`src/rtl/cal_draw_pkg.sv`:
```
// Shared colour codes and glyph geometry for the calendar grid renderer.
package cal_draw_pkg;

    typedef logic [2:0] color_t;

    localparam color_t BG      = 3'd0;
    localparam color_t FRAME   = 3'd1;
    localparam color_t TEXT    = 3'd2;
    localparam color_t CUR_DAY = 3'd3;
    localparam color_t ALARM   = 3'd4;

    localparam int unsigned GLYPH_W = 8;
    localparam int unsigned GLYPH_H = 16;

endpackage

```
`src/rtl/digit_glyph_rom.sv`:
```
// 8x16 digit glyphs (0-9) in a seven-segment style, one registered row per read.
module digit_glyph_rom
    import cal_draw_pkg::*;
(
    input  logic               clk,
    input  logic [3:0]         digit,
    input  logic [3:0]         row,
    output logic [GLYPH_W-1:0] bits
);

    // Segment set {a,b,c,d,e,f,g}; codes above 9 render blank
    function automatic logic [6:0] segs(input logic [3:0] d);
        case (d)
            4'd0:    return 7'b1111110;
            4'd1:    return 7'b0110000;
            4'd2:    return 7'b1101101;
            4'd3:    return 7'b1111001;
            4'd4:    return 7'b0110011;
            4'd5:    return 7'b1011011;
            4'd6:    return 7'b1011111;
            4'd7:    return 7'b1110000;
            4'd8:    return 7'b1111111;
            4'd9:    return 7'b1111011;
            default: return 7'b0000000;
        endcase
    endfunction

    logic [6:0]         s;
    logic [GLYPH_W-1:0] row_bits;

    // Bit 7 is the leftmost glyph column
    always_comb begin
        s        = segs(digit);
        row_bits = '0;
        case (row)
            4'd2:                       row_bits = s[6] ? 8'h7E : 8'h00;
            4'd3, 4'd4, 4'd5, 4'd6:     row_bits = {1'b0, s[1], 4'b0000, s[5], 1'b0};
            4'd7:                       row_bits = s[0] ? 8'h7E : 8'h00;
            4'd8, 4'd9, 4'd10, 4'd11,
            4'd12:                      row_bits = {1'b0, s[2], 4'b0000, s[4], 1'b0};
            4'd13:                      row_bits = s[3] ? 8'h7E : 8'h00;
            default:                    row_bits = '0;
        endcase
    end

    always_ff @(posedge clk) begin
        bits <= row_bits;
    end

endmodule

```
`src/rtl/cal_grid_draw.sv`:
```
// Month calendar grid overlay: 3-stage pixel pipeline with per-frame shadowed settings.
module cal_grid_draw
    import cal_draw_pkg::*;
#(
    parameter int COLS         = 7,
    parameter int ROWS         = 6,
    parameter int CELL_W_LOG2  = 5,
    parameter int CELL_H_LOG2  = 5,
    parameter int GRID_X0      = 40,
    parameter int GRID_Y0      = 160,
    parameter int PIX_X_W      = 12,
    parameter int PIX_Y_W      = 12,
    parameter int BLINK_FRAMES = 30,
    parameter int DIG_X0       = 8,
    parameter int DIG_Y0       = 8
) (
    input  logic               clk_i,
    input  logic               rst_i,
    input  logic               pix_valid_i,
    input  logic               frame_start_i,
    input  logic [PIX_X_W-1:0] pos_x_i,
    input  logic [PIX_Y_W-1:0] pos_y_i,
    input  logic [2:0]         first_wday_i,
    input  logic [4:0]         days_in_month_i,
    input  logic [4:0]         cur_day_i,
    input  logic [31:0]        alarm_mask_i,
    output color_t             pix_color_o,
    output logic               pix_valid_o,
    output logic               in_grid_o
);

    localparam int COL_W   = (COLS > 1) ? $clog2(COLS) : 1;
    localparam int ROW_W   = (ROWS > 1) ? $clog2(ROWS) : 1;
    localparam int GRID_X1 = GRID_X0 + (COLS << CELL_W_LOG2);
    localparam int GRID_Y1 = GRID_Y0 + (ROWS << CELL_H_LOG2);
    localparam int CNT_W   = (BLINK_FRAMES > 1) ? $clog2(BLINK_FRAMES) : 1;
    localparam logic [CNT_W-1:0] CNT_LAST =
        (BLINK_FRAMES > 0) ? CNT_W'(BLINK_FRAMES - 1) : '0;
    localparam logic [CELL_H_LOG2-1:0] ALARM_ROW = CELL_H_LOG2'((1 << CELL_H_LOG2) - 2);

    logic [2:0]       sh_fw;
    logic [4:0]       sh_dim, sh_cur;
    logic [31:0]      sh_alarm;
    logic             sh_blink;
    logic [CNT_W-1:0] frame_cnt;
    logic             blink_on;

    // sh_blink takes the pre-toggle phase so a frame's blink state is fixed at its start
    always_ff @(posedge clk_i or posedge rst_i) begin
        if (rst_i) begin
            sh_fw     <= '0;
            sh_dim    <= 5'd31;
            sh_cur    <= '0;
            sh_alarm  <= '0;
            sh_blink  <= 1'b1;
            frame_cnt <= '0;
            blink_on  <= 1'b1;
        end else if (frame_start_i) begin
            sh_fw    <= (first_wday_i > 3'd6) ? 3'd0 : first_wday_i;
            sh_dim   <= (days_in_month_i < 5'd28) ? 5'd28 : days_in_month_i;
            sh_cur   <= cur_day_i;
            sh_alarm <= alarm_mask_i;
            sh_blink <= blink_on;
            if (BLINK_FRAMES == 0) begin
                frame_cnt <= '0;
                blink_on  <= 1'b1;
            end else if (frame_cnt == CNT_LAST) begin
                frame_cnt <= '0;
                blink_on  <= ~blink_on;
            end else begin
                frame_cnt <= frame_cnt + 1'b1;
            end
        end
    end

    logic [31:0] px, py, dx, dy;
    logic        in_grid;

    assign px      = 32'(pos_x_i);
    assign py      = 32'(pos_y_i);
    assign dx      = px - 32'(GRID_X0);
    assign dy      = py - 32'(GRID_Y0);
    assign in_grid = (px >= GRID_X0) && (px < GRID_X1) && (py >= GRID_Y0) && (py < GRID_Y1);

    logic                   s1_valid, s1_in_grid;
    logic [COL_W-1:0]       s1_col;
    logic [ROW_W-1:0]       s1_row;
    logic [CELL_W_LOG2-1:0] s1_xoff;
    logic [CELL_H_LOG2-1:0] s1_yoff;

    always_ff @(posedge clk_i or posedge rst_i) begin
        if (rst_i) begin
            s1_valid   <= 1'b0;
            s1_in_grid <= 1'b0;
            s1_col     <= '0;
            s1_row     <= '0;
            s1_xoff    <= '0;
            s1_yoff    <= '0;
        end else begin
            s1_valid   <= pix_valid_i;
            s1_in_grid <= in_grid;
            s1_col     <= COL_W'(dx >> CELL_W_LOG2);
            s1_row     <= ROW_W'(dy >> CELL_H_LOG2);
            s1_xoff    <= CELL_W_LOG2'(dx);
            s1_yoff    <= CELL_H_LOG2'(dy);
        end
    end

    logic [7:0]  idx, day;
    logic [3:0]  tens, ones, rom_digit, rom_row;
    logic [2:0]  gcol;
    logic [31:0] xo, yo;
    logic        day_valid, dig_y, in_tens, in_ones, glyph_en, is_alarm, is_cur, on_frame;

    always_comb begin
        idx       = 8'(s1_row) * 8'(COLS) + 8'(s1_col);
        day       = idx + 8'd1 - 8'(sh_fw);
        day_valid = (idx >= 8'(sh_fw)) && (day <= 8'(sh_dim));
        tens      = (day >= 8'd30) ? 4'd3 : (day >= 8'd20) ? 4'd2 : (day >= 8'd10) ? 4'd1 : 4'd0;
        ones      = 4'(day - 8'(tens) * 8'd10);
        xo        = 32'(s1_xoff);
        yo        = 32'(s1_yoff);
        dig_y     = (yo >= DIG_Y0) && (yo < DIG_Y0 + GLYPH_H);
        in_tens   = (xo >= DIG_X0) && (xo < DIG_X0 + GLYPH_W);
        in_ones   = (xo >= DIG_X0 + GLYPH_W) && (xo < DIG_X0 + 2 * GLYPH_W);
        glyph_en  = dig_y && day_valid && (in_ones || (in_tens && tens != 4'd0));
        rom_digit = in_tens ? tens : ones;
        rom_row   = 4'(yo - DIG_Y0);
        gcol      = in_tens ? 3'(xo - DIG_X0) : 3'(xo - DIG_X0 - GLYPH_W);
        is_alarm  = day_valid && sh_alarm[day[4:0]] && (s1_yoff == ALARM_ROW);
        is_cur    = day_valid && (day == 8'(sh_cur)) && sh_blink;
        on_frame  = (s1_xoff == '0) || (s1_yoff == '0);
    end

    logic [GLYPH_W-1:0] glyph_bits;

    digit_glyph_rom u_rom (
        .clk   (clk_i),
        .digit (rom_digit),
        .row   (rom_row),
        .bits  (glyph_bits)
    );

    logic       s2_valid, s2_in_grid, s2_frame, s2_day_valid, s2_glyph_en, s2_alarm, s2_cur;
    logic [2:0] s2_gcol;

    always_ff @(posedge clk_i or posedge rst_i) begin
        if (rst_i) begin
            s2_valid     <= 1'b0;
            s2_in_grid   <= 1'b0;
            s2_frame     <= 1'b0;
            s2_day_valid <= 1'b0;
            s2_glyph_en  <= 1'b0;
            s2_alarm     <= 1'b0;
            s2_cur       <= 1'b0;
            s2_gcol      <= '0;
        end else begin
            s2_valid     <= s1_valid;
            s2_in_grid   <= s1_in_grid;
            s2_frame     <= on_frame;
            s2_day_valid <= day_valid;
            s2_glyph_en  <= glyph_en;
            s2_alarm     <= is_alarm;
            s2_cur       <= is_cur;
            s2_gcol      <= gcol;
        end
    end

    color_t color;

    always_comb begin
        color = BG;
        if (!s2_in_grid)                                color = BG;
        else if (s2_frame)                              color = FRAME;
        else if (!s2_day_valid)                         color = BG;
        else if (s2_glyph_en && glyph_bits[3'd7 - s2_gcol]) color = TEXT;
        else if (s2_alarm)                              color = ALARM;
        else if (s2_cur)                                color = CUR_DAY;
    end

    always_ff @(posedge clk_i or posedge rst_i) begin
        if (rst_i) begin
            pix_color_o <= BG;
            pix_valid_o <= 1'b0;
            in_grid_o   <= 1'b0;
        end else begin
            pix_color_o <= s2_valid ? color : BG;
            pix_valid_o <= s2_valid;
            in_grid_o   <= s2_valid && s2_in_grid;
        end
    end

endmodule

```
`config.mk`:
```
export PLATFORM = sky130hd
export DESIGN_NAME = cal_grid_draw
export DESIGN_NICKNAME = d
export VERILOG_FILES = /design/src/rtl/cal_draw_pkg.sv /design/src/rtl/digit_glyph_rom.sv /design/src/rtl/cal_grid_draw.sv
export SDC_FILE = /design/constraint.sdc
export NUM_CORES = 1
export LEC_CHECK = 0
export BUFFER_PORTS_ARGS = -buffer_cell sky130_fd_sc_hd__buf_2
export CORE_AREA = 2 2 109 111
export DETAILED_ROUTE_END_ITERATION = 10
export DIE_AREA = 0 0 111 113
export PLACE_DENSITY = 0.61
export REMOVE_ABC_BUFFERS = 1
export SLEW_MARGIN = 20
export SYNTH_ARGS = -nofsm -noshare
export SYNTH_HDL_FRONTEND = slang
export SYNTH_HIERARCHICAL = 1
export SYNTH_SLANG_ARGS = --single-unit
```
`constraint.sdc`:
```
create_clock -name clk_i -period 6.5 [get_ports clk_i]
set_clock_uncertainty 0.1 [all_clocks]
set_input_delay 0.325 -clock clk_i [delete_from_list [all_inputs] [get_ports clk_i]]
set_output_delay 0.325 -clock clk_i [all_outputs]
set_load 0.02 [all_outputs]
```
# == Word level (Yosys, flattened, before mapping) ==
# Memories as Yosys holds them, arrays and structs flattened.
# Cells that the tools add are included.
# op_classes
addsub,11
mul,2
magnitude_cmp,19
eq_ne,15
mux,23
bitwise,1
n_reduce_logical,24
# op_table
operator,count
$pmux W8 S5,1
$eq A4 B4 Y1 const B,6
$lt A12 B9 Y1 const B,2
$mux W3,8
$mux W7,3
$lt A5 B5 Y1 const B,4
$eq A4 B3 Y1 const B,4
$ge A8 B5 Y1 const B,2
$logic_and A1 B1 Y1,16
$ge A12 B6 Y1 const B,1
$ge A12 B8 Y1 const B,1
$eq A5 B5 Y1 const B,2
$ge A5 B4 Y1 const B,2
$logic_not A5 Y1,2
$mux W5,2
$add A7 B1 Y8 const B,1
$eq A4 B2 Y1 const B,2
$eq A8 B5 Y1,1
$ge A8 B4 Y1 const B,1
$le A8 B5 Y1,1
$sub A8 B3 Y8,1
$sub A8 B6 Y8 const B,1
$sub A8 B8 Y8 const B,1
$add A6 B3 Y7,1
other kinds (23),29
# totals
register_bits,93
mem_bits_ro,112
input_bits,73
output_inout_bits,5
wordCells,121
n_memories,1
# mem_list
name,words,width,read_ports,rd_ports_with_merged_regs,write_ports,line_no,rtl
(no name shown),16,7,1,0,0,digit_glyph_rom.sv:13,case (d)

# == Depth between registers and ports, before layout ==
# An unclocked memory read counts as a cell.
# logic_depth
ltp_word,14
ltp_mapped,24
depth_no_buf,23

# == By module ==
# Netlist, hierarchy kept.
# by_module_without_submodules
module,n_inst,cells_per_inst,area_per_inst_um2,seq_area_each_um2
cal_grid_draw,1,370,4544.4,2135.8
digit_glyph_rom,1,49,385.4,60.1

# == Worst setup path after synthesis ==
# OpenSTA, ideal clock, no wires.
# synth_timing
path_type,reg2reg
start,register s1_row[1]
end,register u_rom.bits[1]
setup_ns,0.070
arrival_time_ns,5.651
required_ns,6.330
slack_ns,0.680
stages_incl_launch_ff,22
path_buffers,1
period_less_slack_ns,5.820
path_cell_list,dfrtp_1 fa_1 fa_1 fa_1 a21o_1 a21oi_1 xor2_1 ha_1 a221o_1 a31oi_1 xnor2_1 and4_1 buf_6 nand2_1 ha_1 fa_1 xnor2_1 a21oi_1 nor3b_1 o311ai_0 a32o_1 a21oi_1
# synth_between
elab_chain_len,14
word_cells_on_any_way,18
cone_classes,add/sub (4); mul (2); order compare (3); mux (8); memory (1)
# synth_lines
element,line_no,rtl
from (decl),cal_grid_draw.sv:87,logic [ROW_W-1:0] s1_row;
from (signal assigned),cal_grid_draw.sv:103,s1_row <= ROW_W'(dy >> CELL_H_LOG2);
$mul A3 B3 Y6 (*),cal_grid_draw.sv:116,idx = 8'(s1_row) * 8'(COLS) + 8'(s1_col);
$add A6 B3 Y7 (*),cal_grid_draw.sv:116,
$add A7 B1 Y8 (*),cal_grid_draw.sv:117,day = idx + 8'd1 - 8'(sh_fw);
$sub A8 B3 Y8 (*),cal_grid_draw.sv:117,
$ge A8 B4 Y1,cal_grid_draw.sv:119,tens = (day >= 8'd30) ? 4'd3 : (day >= 8'd20) ? 4'd2 : (day >= 8'd10) ? 4'd1 : 4'd0;
$mux W1,cal_grid_draw.sv:119,
$mux W2 (2 in series),cal_grid_draw.sv:119,
$mul A2 B3 Y3,cal_grid_draw.sv:120,ones = 4'(day - 8'(tens) * 8'd10);
$sub A4 B4 Y4 (*),cal_grid_draw.sv:120,
$mux W4 (*),cal_grid_draw.sv:127,rom_digit = in_tens ? tens : ones;
net rom_digit[3],cal_grid_draw.sv:110,"logic [3:0] tens, ones, rom_digit, rom_row;"
$mem_v2 Z16 W7 (*),n/a,
$mux W7 (on tied branches),"digit_glyph_rom.sv:41, digit_glyph_rom.sv:36, digit_glyph_rom.sv:38",
$pmux W8 S5 (*),digit_glyph_rom.sv:35,case (row)
net u_rom.row_bits[1],digit_glyph_rom.sv:29,logic [GLYPH_W-1:0] row_bits;
to (signal assigned),digit_glyph_rom.sv:47,bits <= row_bits;
to (decl),digit_glyph_rom.sv:8,output logic [GLYPH_W-1:0] bits
# Mark *: on every way through the listed nets, which the timed path passes. The rest lies on a longest branch.
# A chain may end at the register's enable or synchronous reset.

# == Worst setup path in the final report ==
# layout_timing
start,register s1_row[0]
end,register u_rom.bits[6]
# Same word-level chain as after synthesis.

==> results.json <==
{
  "ant_nets": 0,
  "crit_fanout": 7,
  "gp_congestion": 0.8368,
  "cts_sinks": 88,
  "syn_area_per_cell_um2": 11.77,
  "setup_viol": 0,
  "die_width_um": 111,
  "worst_slew_pin_slew_ps": 752.3,
  "required_ps": 6670,
  "whs_ps": 60.61,
  "grt_pass1_wl_um": 15990,
  "min_period_ps": 6189,
  "hpwl_um": 6726,
  "ys_seq_area_share_pct": 44.54,
  "p_switching_w": 0.001018,
  "finalHoldViolCount": 0,
  "cp.arrival_ps": 6360,
  "netlist_area_um2": 4930,
  "die_h_um": 113,
  "max_slew_margin_pct": 49.85,
  "grt_start_max_net_pins": 86,
  "pwr-share-clk_pct": 20.5,
  "cap_violations": 0,
  "p_int_w": 0.001551,
  "syn-instance-count": 419,
  "fin_tns_setup_ps": 0,
  "max_stage_delay_ps": 570,
  "vias": 3342,
  "synth-edff-count": 0,
  "synth-async-reset-ratio_pct": 96.59,
  "cts_tree": "done",
  "cts_root_buf": "clkbuf_16",
  "path_cells": "fa_1 > fa_1 > fa_1 > a21o_1 > a21oi_1 > xor2_2 > ha_1 > a221o_1 > a31oi_1 > xnor2_1 > and4_2 > nand2_1 > ha_1 > fa_1 > xnor2_1 > nand3_1 > nor3b_1 > buf_4 > a211o_1 > o32a_1 > o21ai_0",
  "slowest_stage": "fa_1",
  "worstHoldPathType": "in2reg",
  "path_class": "reg2reg",
  "drt_iter0_markers": 152,
  "drt-vias-per-instance": 5.149,
  "grt_overflow": 0,
  "combPwrFrac_pct": 54.0,
  "end_kind": "flop",
  "critPathLaunchType": "flop",
  "pin_count": 78,
  "grt_pass1_vias": 3394,
  "wirelength_um": 9308,
  "p_per_area_nw_per_um2": 440.4,
  "firstDrtPassIters": 4,
  "grt.total_usage_pct": 16.10,
  "synth_ff_type": "dfrtp_1",
  "p_leak_nw": 2.730,
  "wl_per_cell_um": 14.34,
  "path_buf_inv": 1,
  "core_um2": 11270,
  "crit_family": "adder cells",
  "final-max-slew-violation-count": 0,
  "antenna_found_initial": 0,
  "path_clk_slew_ps": 60,
  "fin_crit_sh_pct": 95.21,
  "yosys_register_bits": 88,
  "p_sw_share_pct": 39.63,
  "port_buffers": 77,
  "cts_buffers": 9,
  "ys_types": 61,
  "rows": 39,
  "area_growth_pct": 18.30,
  "status": "completed",
  "cp_common_cell": "fa_1",
  "dieArea_um2": 12540,
  "seq_power_share_pct": 25.5,
  "start_util_pct": 43.73,
  "cts_setup_buffers": 0,
  "clock_path_buffers": 2,
  "ctsHtreeMaxLevel": 3,
  "n_antenna_cell": 0,
  "synth_warnings": 6,
  "clock_latency_ps": 350,
  "drive_gt1_share_pct": 33.20,
  "drc": 0,
  "num-nets-final": 621,
  "fmax_mhz": 161.6,
  "vdd.ir_drop.worst_mv": 0.2243
}
power groups by stage:
stage	clock, W	combinational [W]	sequential [W]
2_1_floorplan	0	0.00107	0.000654
3_3_place_gp	0	0.00134	0.000664
3_5_place_dp	0	0.00137	0.000665
4_1_cts	0.000546	0.00139	0.000656
5_1_grt	0.000568	0.00156	0.000664
6_report	0.000526	0.00139	0.000655
cells by family (layout without fill, tap and decap cells):
kind of cell	after synthesis	count (layout)	synth area share [%]
XOR/XNOR	21	21	4.264
flip-flops	88	88	44.54
other	1	2	0.07607
adder cells (fa/ha/maj)	46	46	12.59
multiplexers	54	54	15.20
AO/OA/AOI/OAI	64	64	8.376
buffers and inverters	60	146	5.330
AND/OR/NAND/NOR	85	85	9.620
cells in the final DEF (no fill, tap or decap), types with 4 or more instances in the layout:
cell,netlist,routed
nor3_1,4,4
ha_1,40,40
nand3_1,7,7
mux2_2,41,41
mux4_2,10,10
a21oi_1,16,16
clkbuf_16,0,9
o22ai_1,5,5
dfrtp_1,78,78
xnor2_1,12,12
nor2_1,13,13
fa_1,6,6
xor2_1,7,5
inv_1,42,41
nor2b_1,5,5
dlygate4sd3_1,0,9
dfstp_2,7,7
buf_2,0,77
nand2_1,24,24
o21ai_0,20,20
worst paths after layout:
check,cells after the start,end,slack (ps),start
setup reg to reg,21,u_rom/bits[6],310,s1_row[0]
min in group asynchronous,3,sh_alarm[3],70,rst_i
setup / recovery,21,u_rom/bits[6],310,s1_row[0]
hold reg to reg,0,s2_valid,250,s1_valid
hold / removal,2,s1_row[0],60,pos_y_i[5]
max in group asynchronous,3,s1_xoff[2],5720,rst_i
metrics by stage:
step                      utilization, %  cells  power [W]  setup slack (ps)  instance area (um2)
after floorplan                        -    402   0.001724             646.7                 4828
after global placement             48.05    625   0.002002             453.7                 5416
after detailed placement           48.05    625   0.002038             276.2                 5416
after CTS                          51.56    649   0.002589             260.5                 5812
after global routing               51.74    649   0.002790            -7.009                 5832
final                              51.74    649   0.002568             311.3                 5832
synth_stat cells, drive strengths merged (3+ instances only):
cell | number | share of area [%]
xor2 | 8 | 1.8
or2 | 4 | 0.51
nand4 | 3 | 0.38
nand4b | 3 | 0.53
dfrtp | 78 | 40
mux4 | 12 | 5.6
o21ai | 20 | 2.0
dfstp | 7 | 3.7
and3 | 3 | 0.38
dfxtp | 3 | 1.2
inv | 42 | 3.2
nand2 | 24 | 1.8
nor2 | 13 | 0.99
nand3 | 8 | 1.1
nor4 | 4 | 0.63
ha | 40 | 10
o22ai | 5 | 0.63
a21o | 3 | 0.46
or4 | 3 | 0.46
and4 | 3 | 0.53
xnor2 | 13 | 2.5
nor2b | 5 | 0.63
mux2 | 41 | 9.4
fa | 6 | 2.4
a21oi | 17 | 1.8
clkbuf | 9 | 0.69
nor3 | 4 | 0.41
buf | 9 | 1.4
worst register-to-register path, stage by stage (launching register included):
cell and delay, ps:
dfrtp_1 430, fa_1 580, fa_1 470, fa_1 470, a21o_1 200, a21oi_1 240, xor2_2 270, ha_1 310
a221o_1 360, a31oi_1 200, xnor2_1 140, and4_2 330, nand2_1 70, ha_1 200, fa_1 370, xnor2_1 240
nand3_1 110, nor3b_1 150, buf_4 170, a211o_1 300, o32a_1 350, o21ai_0 70
sequential cells by signal, summed over array words and instances (netlist names), 3 cells and up:
register,cells
pix_color_o,3
s1_row,3
frame_cnt,5
s1_yoff,5
sh_cur,5
s2_gcol,3
u_rom/bits,3
sh_fw,3
s1_col,3
sh_dim,5
s1_xoff,5
sh_alarm,32
what timing repair did:
action,in CTS,in global routing
hold buffers,9,0
resized for setup,0,3
endpoints found under the hold margin,9,0
setup endpoints to repair,0,2
per-layer routing:
metal	track usage [%]	vias up	part of all wire, %
met4	6.000	0	1.8
met5	0	-	0
li1	-	1633	-
met1	20.26	1618	45
met3	5.088	14	5.8
met2	26.26	77	48
area by class of cell:
| cell class | instances | area (um2) |
|---|---|---|
| multi-input combinational | 272 | 2491 |
| clock inverter | 4 | 52.55 |
| sequential | 88 | 2196 |
| timing repair buffer | 89 | 501.7 |
| tap | 143 | 178.9 |
| fill | 983 | 5440 |
| clock buffer | 11 | 252.7 |
| inverter | 42 | 158.9 |
No activity file was read; power rests on OpenSTA's default activity.
